===== src/rtl/vga_mode_ctrl.sv =====
// Key-driven display configuration (mode, brightness, freeze) committed on vsync falling edge.
// Optional auto mode cycling: define VGA_MODE_CTRL_AUTO_CYCLE_EN.
module vga_mode_ctrl #(
   parameter int unsigned DEBOUNCE_CYCLES = 1000000,
   parameter int unsigned NUM_MODES       = 4,
   parameter int unsigned AUTO_FRAMES     = 120
) (
   input  logic       CLOCK_50M,
   input  logic       reset,
   input  logic [2:0] KEY,
   input  logic       vs,
   output logic [1:0] mode,
   output logic [2:0] level,
   output logic       frozen,
   output logic       pending,
   output logic       cfg_update
);

   localparam int unsigned CW = $clog2(DEBOUNCE_CYCLES + 1);
   localparam logic [CW-1:0] DB_LIMIT  = CW'(DEBOUNCE_CYCLES);
   localparam logic [1:0]    MODE_LAST = 2'(NUM_MODES - 1);

   localparam logic [1:0] ST_IDLE    = 2'd0;
   localparam logic [1:0] ST_PENDING = 2'd1;
   localparam logic [1:0] ST_COMMIT  = 2'd2;

   logic [2:0]    key_meta, key_sync;
   logic          vs_meta, vs_sync, vs_prev;
   logic [2:0]    key_db, key_db_next;
   logic [2:0]    press, press_next;
   logic [CW-1:0] db_cnt [3];
   logic [CW-1:0] db_cnt_next [3];

   logic [1:0] state, state_next;
   logic [1:0] shadow_mode, shadow_mode_next;
   logic [2:0] shadow_level, shadow_level_next;
   logic [1:0] mode_next;
   logic [2:0] level_next;
   logic       frozen_next, pending_next, cfg_update_next;
   logic       vs_fall, key_event, auto_fire;

   assign vs_fall   = vs_prev & ~vs_sync;
   assign key_event = press[0] | press[1];

   always_ff @(posedge CLOCK_50M) begin
      if (reset) begin
         key_meta <= '1;
         key_sync <= '1;
         vs_meta  <= 1'b1;
         vs_sync  <= 1'b1;
         vs_prev  <= 1'b1;
      end else begin
         key_meta <= KEY;
         key_sync <= key_meta;
         vs_meta  <= vs;
         vs_sync  <= vs_meta;
         vs_prev  <= vs_sync;
      end
   end

   // A new level is accepted only after DEBOUNCE_CYCLES consecutive differing samples.
   always_comb begin
      key_db_next = key_db;
      press_next  = '0;
      for (int i = 0; i < 3; i++) begin
         db_cnt_next[i] = '0;
         if (key_sync[i] != key_db[i]) begin
            if (db_cnt[i] + 1'b1 == DB_LIMIT) begin
               key_db_next[i] = key_sync[i];
               press_next[i]  = ~key_sync[i];
            end else begin
               db_cnt_next[i] = db_cnt[i] + 1'b1;
            end
         end
      end
   end

`ifdef VGA_MODE_CTRL_AUTO_CYCLE_EN
   localparam int unsigned FW = $clog2(AUTO_FRAMES + 1);
   localparam logic [FW-1:0] FRAME_LAST = FW'(AUTO_FRAMES - 1);

   logic [FW-1:0] frame_cnt;
   logic          frame_tick;

   assign frame_tick = vs_fall & ~frozen & ~pending & (state == ST_IDLE);
   assign auto_fire  = frame_tick && (frame_cnt == FRAME_LAST) && (press == 3'b000);

   always_ff @(posedge CLOCK_50M) begin
      if (reset || (press != 3'b000) || auto_fire) begin
         frame_cnt <= '0;
      end else if (frame_tick) begin
         frame_cnt <= frame_cnt + 1'b1;
      end
   end
`else
   // AUTO_FRAMES only matters when auto cycling is built in.
   assign auto_fire = 1'b0 && (AUTO_FRAMES != 0);
`endif

   always_comb begin
      state_next        = state;
      shadow_mode_next  = shadow_mode;
      shadow_level_next = shadow_level;
      mode_next         = mode;
      level_next        = level;
      frozen_next       = frozen;
      pending_next      = pending;
      cfg_update_next   = 1'b0;

      if (press[0]) shadow_mode_next = (shadow_mode == MODE_LAST) ? 2'd0 : shadow_mode + 2'd1;
      if (press[1]) shadow_level_next = shadow_level + 3'd1;
      if (press[2]) frozen_next = ~frozen;

      case (state)
         ST_IDLE: begin
            if (key_event) begin
               state_next = ST_PENDING;
            end else if (auto_fire) begin
               shadow_mode_next = (shadow_mode == MODE_LAST) ? 2'd0 : shadow_mode + 2'd1;
               state_next       = ST_COMMIT;
            end
         end
         ST_PENDING: begin
            if (vs_fall && !frozen) state_next = ST_COMMIT;
         end
         ST_COMMIT: begin
            mode_next       = shadow_mode;
            level_next      = shadow_level;
            cfg_update_next = (shadow_mode != mode) || (shadow_level != level);
            pending_next    = 1'b0;
            state_next      = key_event ? ST_PENDING : ST_IDLE;
         end
         default: state_next = ST_IDLE;
      endcase

      // An event in the commit cycle re-arms pending so it is not lost.
      if (key_event) pending_next = 1'b1;
   end

   always_ff @(posedge CLOCK_50M) begin
      if (reset) begin
         key_db       <= '1;
         press        <= '0;
         for (int i = 0; i < 3; i++) db_cnt[i] <= '0;
         state        <= ST_IDLE;
         shadow_mode  <= 2'd0;
         shadow_level <= 3'd7;
         mode         <= 2'd0;
         level        <= 3'd7;
         frozen       <= 1'b0;
         pending      <= 1'b0;
         cfg_update   <= 1'b0;
      end else begin
         key_db       <= key_db_next;
         press        <= press_next;
         for (int i = 0; i < 3; i++) db_cnt[i] <= db_cnt_next[i];
         state        <= state_next;
         shadow_mode  <= shadow_mode_next;
         shadow_level <= shadow_level_next;
         mode         <= mode_next;
         level        <= level_next;
         frozen       <= frozen_next;
         pending      <= pending_next;
         cfg_update   <= cfg_update_next;
      end
   end

endmodule

===== config.mk =====
export PLATFORM = sky130hd
export DESIGN_NAME = vga_mode_ctrl
export DESIGN_NICKNAME = d
export VERILOG_FILES = /design/src/rtl/vga_mode_ctrl.sv
export SDC_FILE = /design/constraint.sdc
export NUM_CORES = 1
export LEC_CHECK = 0
export CORE_ASPECT_RATIO = 1.1
export CORE_MARGIN = 2
export CORE_UTILIZATION = 48
export CTS_CLUSTER_DIAMETER = 80
export DETAILED_ROUTE_END_ITERATION = 8
export DONT_BUFFER_PORTS = 1
export SYNTH_ARGS = -nofsm -noshare
export SYNTH_HDL_FRONTEND = slang
export SYNTH_SLANG_ARGS = --single-unit

===== constraint.sdc =====
create_clock -name CLOCK_50M -period 6.3 [get_ports CLOCK_50M]
set_input_delay 1.26 -clock CLOCK_50M [delete_from_list [all_inputs] [get_ports CLOCK_50M]]
set_output_delay 1.26 -clock CLOCK_50M [all_outputs]
set_load 0.01 [all_outputs]

; ---- Word level (Yosys, flattened, before mapping)
; Memories as Yosys holds them, arrays and structs flattened.
; Cells that the tools add are included.
[classes]
add_sub_neg = 5
n_eq_ne = 13
n_mux = 19
bitwise_logic = 17
reduce_logical = 13
[ops]
columns = cell, n
row1 = $mux 20, 9
row2 = $add 20x1->20 const B, 3
row3 = $eq 20x20->1 const B, 3
row4 = $not 1->1, 12
row5 = $reduce_or 3->1, 3
row6 = $reduce_and 2->1, 4
row7 = $mux 1, 6
row8 = $mux 2, 3
row9 = $pmux 2 s3, 1
row10 = $eq 2x2->1 const B, 2
row11 = $ne 2x2->1 const B, 2
row12 = $or 1x1->1, 4
row13 = $add 3x1->3 const B, 1
row14 = $ne 1x1->1, 3
row15 = $ne 3x3->1, 1
row16 = $add 2x1->2 const B, 1
row17 = $eq 2x1->1 const B, 1
row18 = $logic_not 2->1, 1
row19 = $ne 2x2->1, 1
row20 = $reduce_bool 2->1, 1
row21 = $reduce_or 2->1, 1
row22 = $and 1x1->1, 1
row23 = $logic_and 1x1->1, 1
row24 = $logic_not 1->1, 1
row25 = $logic_or 1x1->1, 1
[totals]
reg_bits = 30
ramBits = 60
input_bits = 6
out_inout_bits = 8
word_cells = 87
mem_count = 1
[mem_list]
columns = memory, depth, width, read_ports, rd_clocked_by_memory_dff, wr, line
row1 = db_cnt, 3, 20, 3, 0, 3, 31  ; logic [CW-1:0] db_cnt [3];

; ---- Logic depth before layout (Yosys ltp)
; Gate-level depths: netlist of the first run.
; An unclocked memory read counts as a cell.
[logic_depth]
ltp_word = 6
ltp_mapped = 11
depth_no_buf = 8

; ---- Least setup slack after synthesis of the first run
; OpenSTA, ideal clock, no wires.
[synth_timing]
kind = register to register
start = memory db_cnt[0][20] in the netlist's numbering
end = memory db_cnt[0][25] in the netlist's numbering
setup_ns = 0.117
arrival_time_ns = 2.543
setup_slack_ns = 3.639
path_stages_with_launch = 12
n_path_buf = 3
period_less_slack_ns = 2.661
cell_sequence = dfxtp_1 > ha_1 > clkbuf_1 > and3b_1 > o21bai_1 > a2111oi_0 > nand4_1 > nor4_1 > or2_2 > clkbuf_1 > buf_2 > nor2_1
[synth_lines]
columns = item, line
row1 = "start, declared", 31

==> results.json, run 1 <==
{
  "crit_chain": "nand3_1, or4_1, or3_1, a211oi_1, nand4_1, nand2b_1, nor2_1",
  "yosys_register_bits": 90,
  "switchingPower_uw": 224.1,
  "synth_flop_cell": "dfxtp_1",
  "slew_headroom_pct": 54.97,
  "holdPathStages": 1,
  "setup_violations": 0,
  "p_sw_share_pct": 22.67,
  "yosysWarningCount": 0,
  "setup_ws_ps": 3262,
  "syn_area_um2": 4317,
  "routabilityCongestion": 0.8545,
  "critPathKind": "reg -> reg",
  "cts_root_buf": "clkbuf_8",
  "syn-num-nets": 516,
  "fill_cells": 858,
  "final-seq-area_um2": 1802,
  "multi_input_area_um2": 2355,
  "cp-end-kind": "flip-flop",
  "pwr-share-clk_pct": 41.1,
  "grt_pass1_wl_um": 13660,
  "grt_pass1_vias": 3042,
  "status": "finished clean",
  "clkLatencyLatePin_ps": 380,
  "worst_pin_slew_ps": 658.5,
  "fp.dieW_um": 94.42,
  "firstDrtPassIters": 4,
  "synth_edf_count": 0,
  "peakVddDrop_uv": 116.5,
  "slowest_stage": "or4_1",
  "max_freq_ghz": 0.3292,
  "wirelength_um": 7942,
  "drtIter0Drc": 73,
  "cts_tree": "built",
  "numCtsBuffers": 9,
  "combPwrFrac_pct": 0.9,
  "p_int_uw": 764.4,
  "critPathRequiredTime_ps": 6540,
  "arrival_ps": 3270,
  "area_growth_pct": 5.507,
  "die-area_um2": 9769,
  "ys_seq_area_share_pct": 41.74,
  "core-area_um2": 8783,
  "grt_start_max_net_pins": 34,
  "clk_pin_slew_ps": 90,
  "die_h_um": 103.5,
  "antenna_cells": 0,
  "utilization_pct": 51.85,
  "placed_cell_area_um2": 4352,
  "hp-class": "reg -> reg",
  "cts_max_path_buffers": 2,
  "fin_area_um2": 4554,
  "slew_viol_final": 0,
  "grt_overflow": 0,
  "htreeDepth": 3,
  "timing.rr.start": "db_cnt[0][2]$_SDFF_PP0_",
  "finalCritPeriodShare_pct": 48.22,
  "vias_per_cell": 5.433,
  "setup_tns_ps": 0,
  "fin_crit_ps": 3038,
  "hpwl_um": 5500,
  "power_density_nw_per_um2": 217.0,
  "antenna_left": 0,
  "synth-async-reset-ratio_pct": 0,
  "rsz0062_at_grt": "no",
  "layout.nets": 506,
  "cp-start-kind": "flip-flop",
  "r2r-end": "db_cnt[0][3]$_SDFF_PP0_",
  "worstRegToRegCells": 7,
  "via_count": 3325,
  "synthCells": 503,
  "holdPathEnd": "vs_sync$_SDFF_PP1_",
  "route.detailed.wl_per_inst_um": 12.98,
  "port_buffers": 0,
  "p_seq_share_pct": 58.0,
  "critPathBufInv": 0,
  "pin_count": 14,
  "drc_errors": 0,
  "synth_cell_types": 54,
  "min_from": "vs_meta$_SDFF_PP1_",
  "antenna_found_initial": 0,
  "grt.total_usage_pct": 17.68,
  "post_cts_buffers": 0,
  "cts_resized": 0,
  "cap_violations": 0,
  "drive_gt1_share_pct": 6.827,
  "place_ws_ps": 3306,
  "hold_viol_final": 0,
  "r2r_slack_ps": 3260,
  "total_leakage_power_nw": 1.437,
  "fp-row-count": 36,
  "initial_core_util_pct": 49.15,
  "cts-hold-fix-buffers": 0,
  "max_stage_delay_ps": 650,
  "avgSynthCellArea_um2": 8.582,
  "clkSinkCount": 90,
  "fin_skew_ps": 8.830,
  "crit_path_max_fanout": 17,
  "critical-path-top-delay-family": "simple AND/OR/NAND/NOR gates"
}
worst max path at each step:
stage | startpoint | end | depth (start not counted)
2_1_floorplan | db_cnt[0][20]$_SDFF_PP0_ | db_cnt[0][25]$_SDFF_PP0_ | 11
3_3_place_gp | db_cnt[0][8]$_SDFF_PP0_ | db_cnt[0][10]$_SDFF_PP0_ | 7
3_5_place_dp | db_cnt[0][2]$_SDFF_PP0_ | db_cnt[0][3]$_SDFF_PP0_ | 7
4_1_cts | db_cnt[0][2]$_SDFF_PP0_ | db_cnt[0][3]$_SDFF_PP0_ | 7
5_1_grt | db_cnt[0][2]$_SDFF_PP0_ | db_cnt[0][3]$_SDFF_PP0_ | 7
6_report | db_cnt[0][2]$_SDFF_PP0_ | db_cnt[0][3]$_SDFF_PP0_ | 7
kinds of logic (layout without fill, tap and decap cells):
family / after synthesis / count (layout) / share of synthesized area, %
AND/OR/NAND/NOR: 250 / 250 / 30.23
flip-flops: 90 / 90 / 41.74
XOR/XNOR: 58 / 58 / 11.77
AO/OA/AOI/OAI: 55 / 55 / 8.638
buffers and inverters: 35 / 30 / 3.710
multiplexers: 8 / 8 / 1.884
adder cells (fa/ha/maj): 7 / 7 / 2.029
area by class of cell:
cell class | instances | area share (%)
sequential | 90 | 39.56
multi-input combinational | 378 | 51.70
clock buffer | 10 | 2.802
tap | 114 | 3.132
clock inverter | 6 | 1.648
inverter | 14 | 1.154
power groups by stage:
stage	logic (mW)	clock network, mW	registers [mW]
final	0.00865	0.407	0.573
after CTS	0.00879	0.421	0.573
after global routing	0.00976	0.446	0.574
after detailed placement	0.00878	0	0.587
after global placement	0.00873	0	0.587
after floorplan	0.0103	0	0.586
layout by cell type (no fill, tap or decap), types with 3 or more instances in the layout:
cell type / instances
mux2i_1: 7
nand2_1: 36
o21ai_0: 10
xnor2_1: 33
o21bai_1: 3
a21oi_1: 12
o21ba_2: 3
dfxtp_1: 90
nor4_1: 10
nor3_1: 13
ha_1: 7
or2_2: 11
and4_1: 6
nand2b_1: 18
nor2_1: 76
clkbuf_8: 9
xor2_1: 25
or3_1: 6
nor2b_1: 4
inv_1: 14
nand3b_1: 4
and2_1: 3
a31oi_1: 5
a211oi_1: 3
nand3_1: 21
nand4_1: 19
and3_1: 10
synthesized netlist by cell type (6+ instances only):
master    count  share of area [%]
or2_2        11                1.6
ha_1          7                2.0
and3_1       10                1.4
nor2_1       76                6.6
dfxtp_1      90                 42
nor4_1       10                1.4
inv_1        14                1.2
xor2_1       25                5.1
nand2b_1     18                2.6
a21oi_1      12                1.4
nor3_1       13                1.5
or3_1         6               0.87
and4_1        6                1.2
nand2_1      36                3.1
nand4_1      19                2.8
nand3_1      21                2.4
xnor2_1      33                6.7
mux2i_1       7                1.6
o21ai_0      10                1.2
clkbuf_1     12                1.0
metal layers:
| layer | vias to the layer above | wire length (um) | track usage, % |
|---|---|---|---|
| li1 | 1714 | - | - |
| met1 | 1553 | 3899 | 23.04 |
| met2 | 43 | 3624 | 28.02 |
| met3 | 15 | 244 | 4.130 |
| met4 | 0 | 174 | 8.138 |
| met5 | - | 0 | 0 |
flip-flops by register name, summed over array words and instances (netlist names):
| signal | flops |
|---|---|
| state | 2 |
| cfg_update | 1 |
| mode | 2 |
| key_meta | 3 |
| key_db | 3 |
| frozen | 1 |
| level | 3 |
| pending | 1 |
| vs_meta | 1 |
| vs_prev | 1 |
| vs_sync | 1 |
| shadow_level | 3 |
| shadow_mode | 2 |
| press | 3 |
| key_sync | 3 |
| db_cnt | 60 |
metrics by stage:
step / hold WS, ps / cells / total power [mW]
finish: 413.7 / 612 / 0.9885
global route: 433.5 / 612 / 1.030
CTS: 417.5 / 612 / 1.003
detailed placement: 395.6 / 596 / 0.5955
floorplan: 389.5 / 503 / 0.5965
global placement: 393.8 / 596 / 0.5953
worst reg2reg max path, cell delays in order (launching register included):
cell and delay (ps):
dfxtp_1 430, nand3_1 230, or4_1 660, or3_1 420, a211oi_1 280, nand4_1 210, nand2b_1 550, nor2_1 120
No activity file was read; power rests on OpenSTA's default activity.
==> run 2: changes to the inputs <==
Clock period 6.3 ns to 2.9 ns, I/O delays scaled along.
==> run 2 against run 1 <==
  * Total power up 120%
  * Clock-buffer cell count unchanged
  * Critical path depth is the same
  * Final area rose by 2.3%
  * Routed wire length rose by 2.2%
  * Largest cell class unchanged
  * Largest power group unchanged
  * Highest routed layer unchanged
==> results.json, run 2 (synthesis gave the netlist of run 1 again) <==
{
  "fp-row-count": 36,
  "cap_violations": 0,
  "total_leakage_power_nw": 1.504,
  "fin_crit_ps": 2658,
  "clkSinkCount": 90,
  "area_growth_pct": 7.913,
  "mostFrequentLayoutCell": "dfxtp_1",
  "largest_reg_flops": 60,
  "die_h_um": 103.5,
  "antenna_found_initial": 0,
  "cts_tree": "built",
  "critPathBufInv": 0,
  "via_count": 3359,
  "cp-end-kind": "flip-flop",
  "antenna_cells": 0,
  "grt_pass1_vias": 3087,
  "rsz0062_at_grt": "no",
  "port_buffers": 0,
  "vias_per_cell": 5.383,
  "max_freq_ghz": 0.3763,
  "grt_overflow": 0,
  "pin_count": 14,
  "grt_start_max_net_pins": 34,
  "fp.dieW_um": 94.42,
  "numCtsBuffers": 9,
  "max_stage_delay_ps": 490,
  "status": "finished clean",
  "hold_slack_ps": 271.6,
  "die-area_um2": 9769,
  "worst_pin_slew_ps": 431.2,
  "slew_headroom_pct": 71.03,
  "initial_core_util_pct": 49.15,
  "layout.nets": 518,
  "firstDrtPassIters": 4,
  "grt_pass1_wl_um": 14170,
  "route.detailed.wl_per_inst_um": 13.01,
  "power_density_nw_per_um2": 461.6,
  "critical-path-top-delay-family": "simple AND/OR/NAND/NOR gates",
  "placed_cell_area_um2": 4454,
  "hold_viol_final": 0,
  "setup_tns_ps": 0,
  "antenna_left": 0,
  "peakVddDrop_uv": 317.1,
  "wirelength_um": 8116,
  "slew_viol_final": 0,
  "clkLatencyLatePin_ps": 370,
  "setup_ws_ps": 242.3,
  "routabilityCongestion": 0.8186,
  "slowest_stage": "dfxtp_1",
  "utilization_pct": 53.03,
  "drc_errors": 0,
  "place_ws_ps": 180.1,
  "arrival_ps": 2930,
  "htreeDepth": 3,
  "fin_skew_ps": 9.011,
  "crit_path_max_fanout": 17,
  "clk_pin_slew_ps": 100,
  "fin_area_um2": 4658,
  "cts_max_path_buffers": 2,
  "finalCritPeriodShare_pct": 91.65,
  "critPathRequiredTime_ps": 3180,
  "setup_violations": 0,
  "drtIter0Drc": 87,
  "core-area_um2": 8783,
  "critPathKind": "reg -> reg",
  "grt.total_usage_pct": 18.27,
  "cts-hold-fix-buffers": 0,
  "hpwl_um": 5699,
  "crit_chain": "nand3_1, or3_1, nor4_1, o221ai_1, nor4b_2, or2_4, o21ba_2",
  "drive_gt1_share_pct": 9.020,
  "layout_common_cells": "90 x dfxtp_1, 76 x nor2_1, 36 x nand2_1",
  "top_register": "db_cnt",
  "cts_root_buf": "clkbuf_8",
  "hp-class": "in -> reg",
  "cp-start-kind": "flip-flop"
}
[run 2: final timing paths]
path	cells past startpoint	end	slack [ps]	startpoint
hold / removal	1	mode[0]$_SDFFE_PP0P_	270	reset
hold reg to reg	1	key_sync[1]$_SDFF_PP1_	410	key_meta[1]$_SDFF_PP1_
setup / recovery	7	db_cnt[0][56]$_SDFF_PP0_	240	db_cnt[0][54]$_SDFF_PP0_
setup reg to reg	7	db_cnt[0][56]$_SDFF_PP0_	240	db_cnt[0][54]$_SDFF_PP0_
[run 2: routing by layer]
layer / track usage (%) / vias up / share of wire (%)
met3: 2.826 / 14 / 2.0
li1: - / 1753 / -
met2: 29.45 / 27 / 47
met4: 9.699 / 0 / 2.5
met1: 23.81 / 1565 / 49
met5: 0 / - / 0
[run 2: worst reg2reg max path, stage by stage, from the launching register on]
cell and delay, ps:
dfxtp_1 490, nand3_1 190, or3_1 390, nor4_1 380
o221ai_1 180, nor4b_2 440, or2_4 310, o21ba_2 190
[run 2: stage by stage]
stage	cells	total power, mW
2_1_floorplan	503	1.296
4_1_cts	624	2.182
5_1_grt	624	2.242
3_5_place_dp	608	1.295
6_report	624	2.150
3_3_place_gp	608	1.295
[run 2: repair_timing]
action | CTS | global route
resized for setup | 0 | 2
setup buffers | 0 | 0
endpoints found under the setup margin | 0 | 3
[run 2: final cells by class]
cell class / instances / area (um^2)
Fill cell: 854 / 4125
Multi-Input combinational cell: 378 / 2359
Sequential cell: 90 / 1802
Tap cell: 114 / 142.6
Clock buffer: 10 / 127.6
Timing Repair Buffer: 12 / 102.6
Clock inverter: 6 / 72.57
Inverter: 14 / 52.55
[run 2: power breakdown]
| group | total (mW) | internal [mW] | switching, mW |
|---|---|---|---|
| Clock | 0.884 | 0.410 | 0.475 |
| Sequential | 1.25 | 1.24 | 0.00422 |
| Combinational | 0.0205 | 0.0105 | 0.00991 |
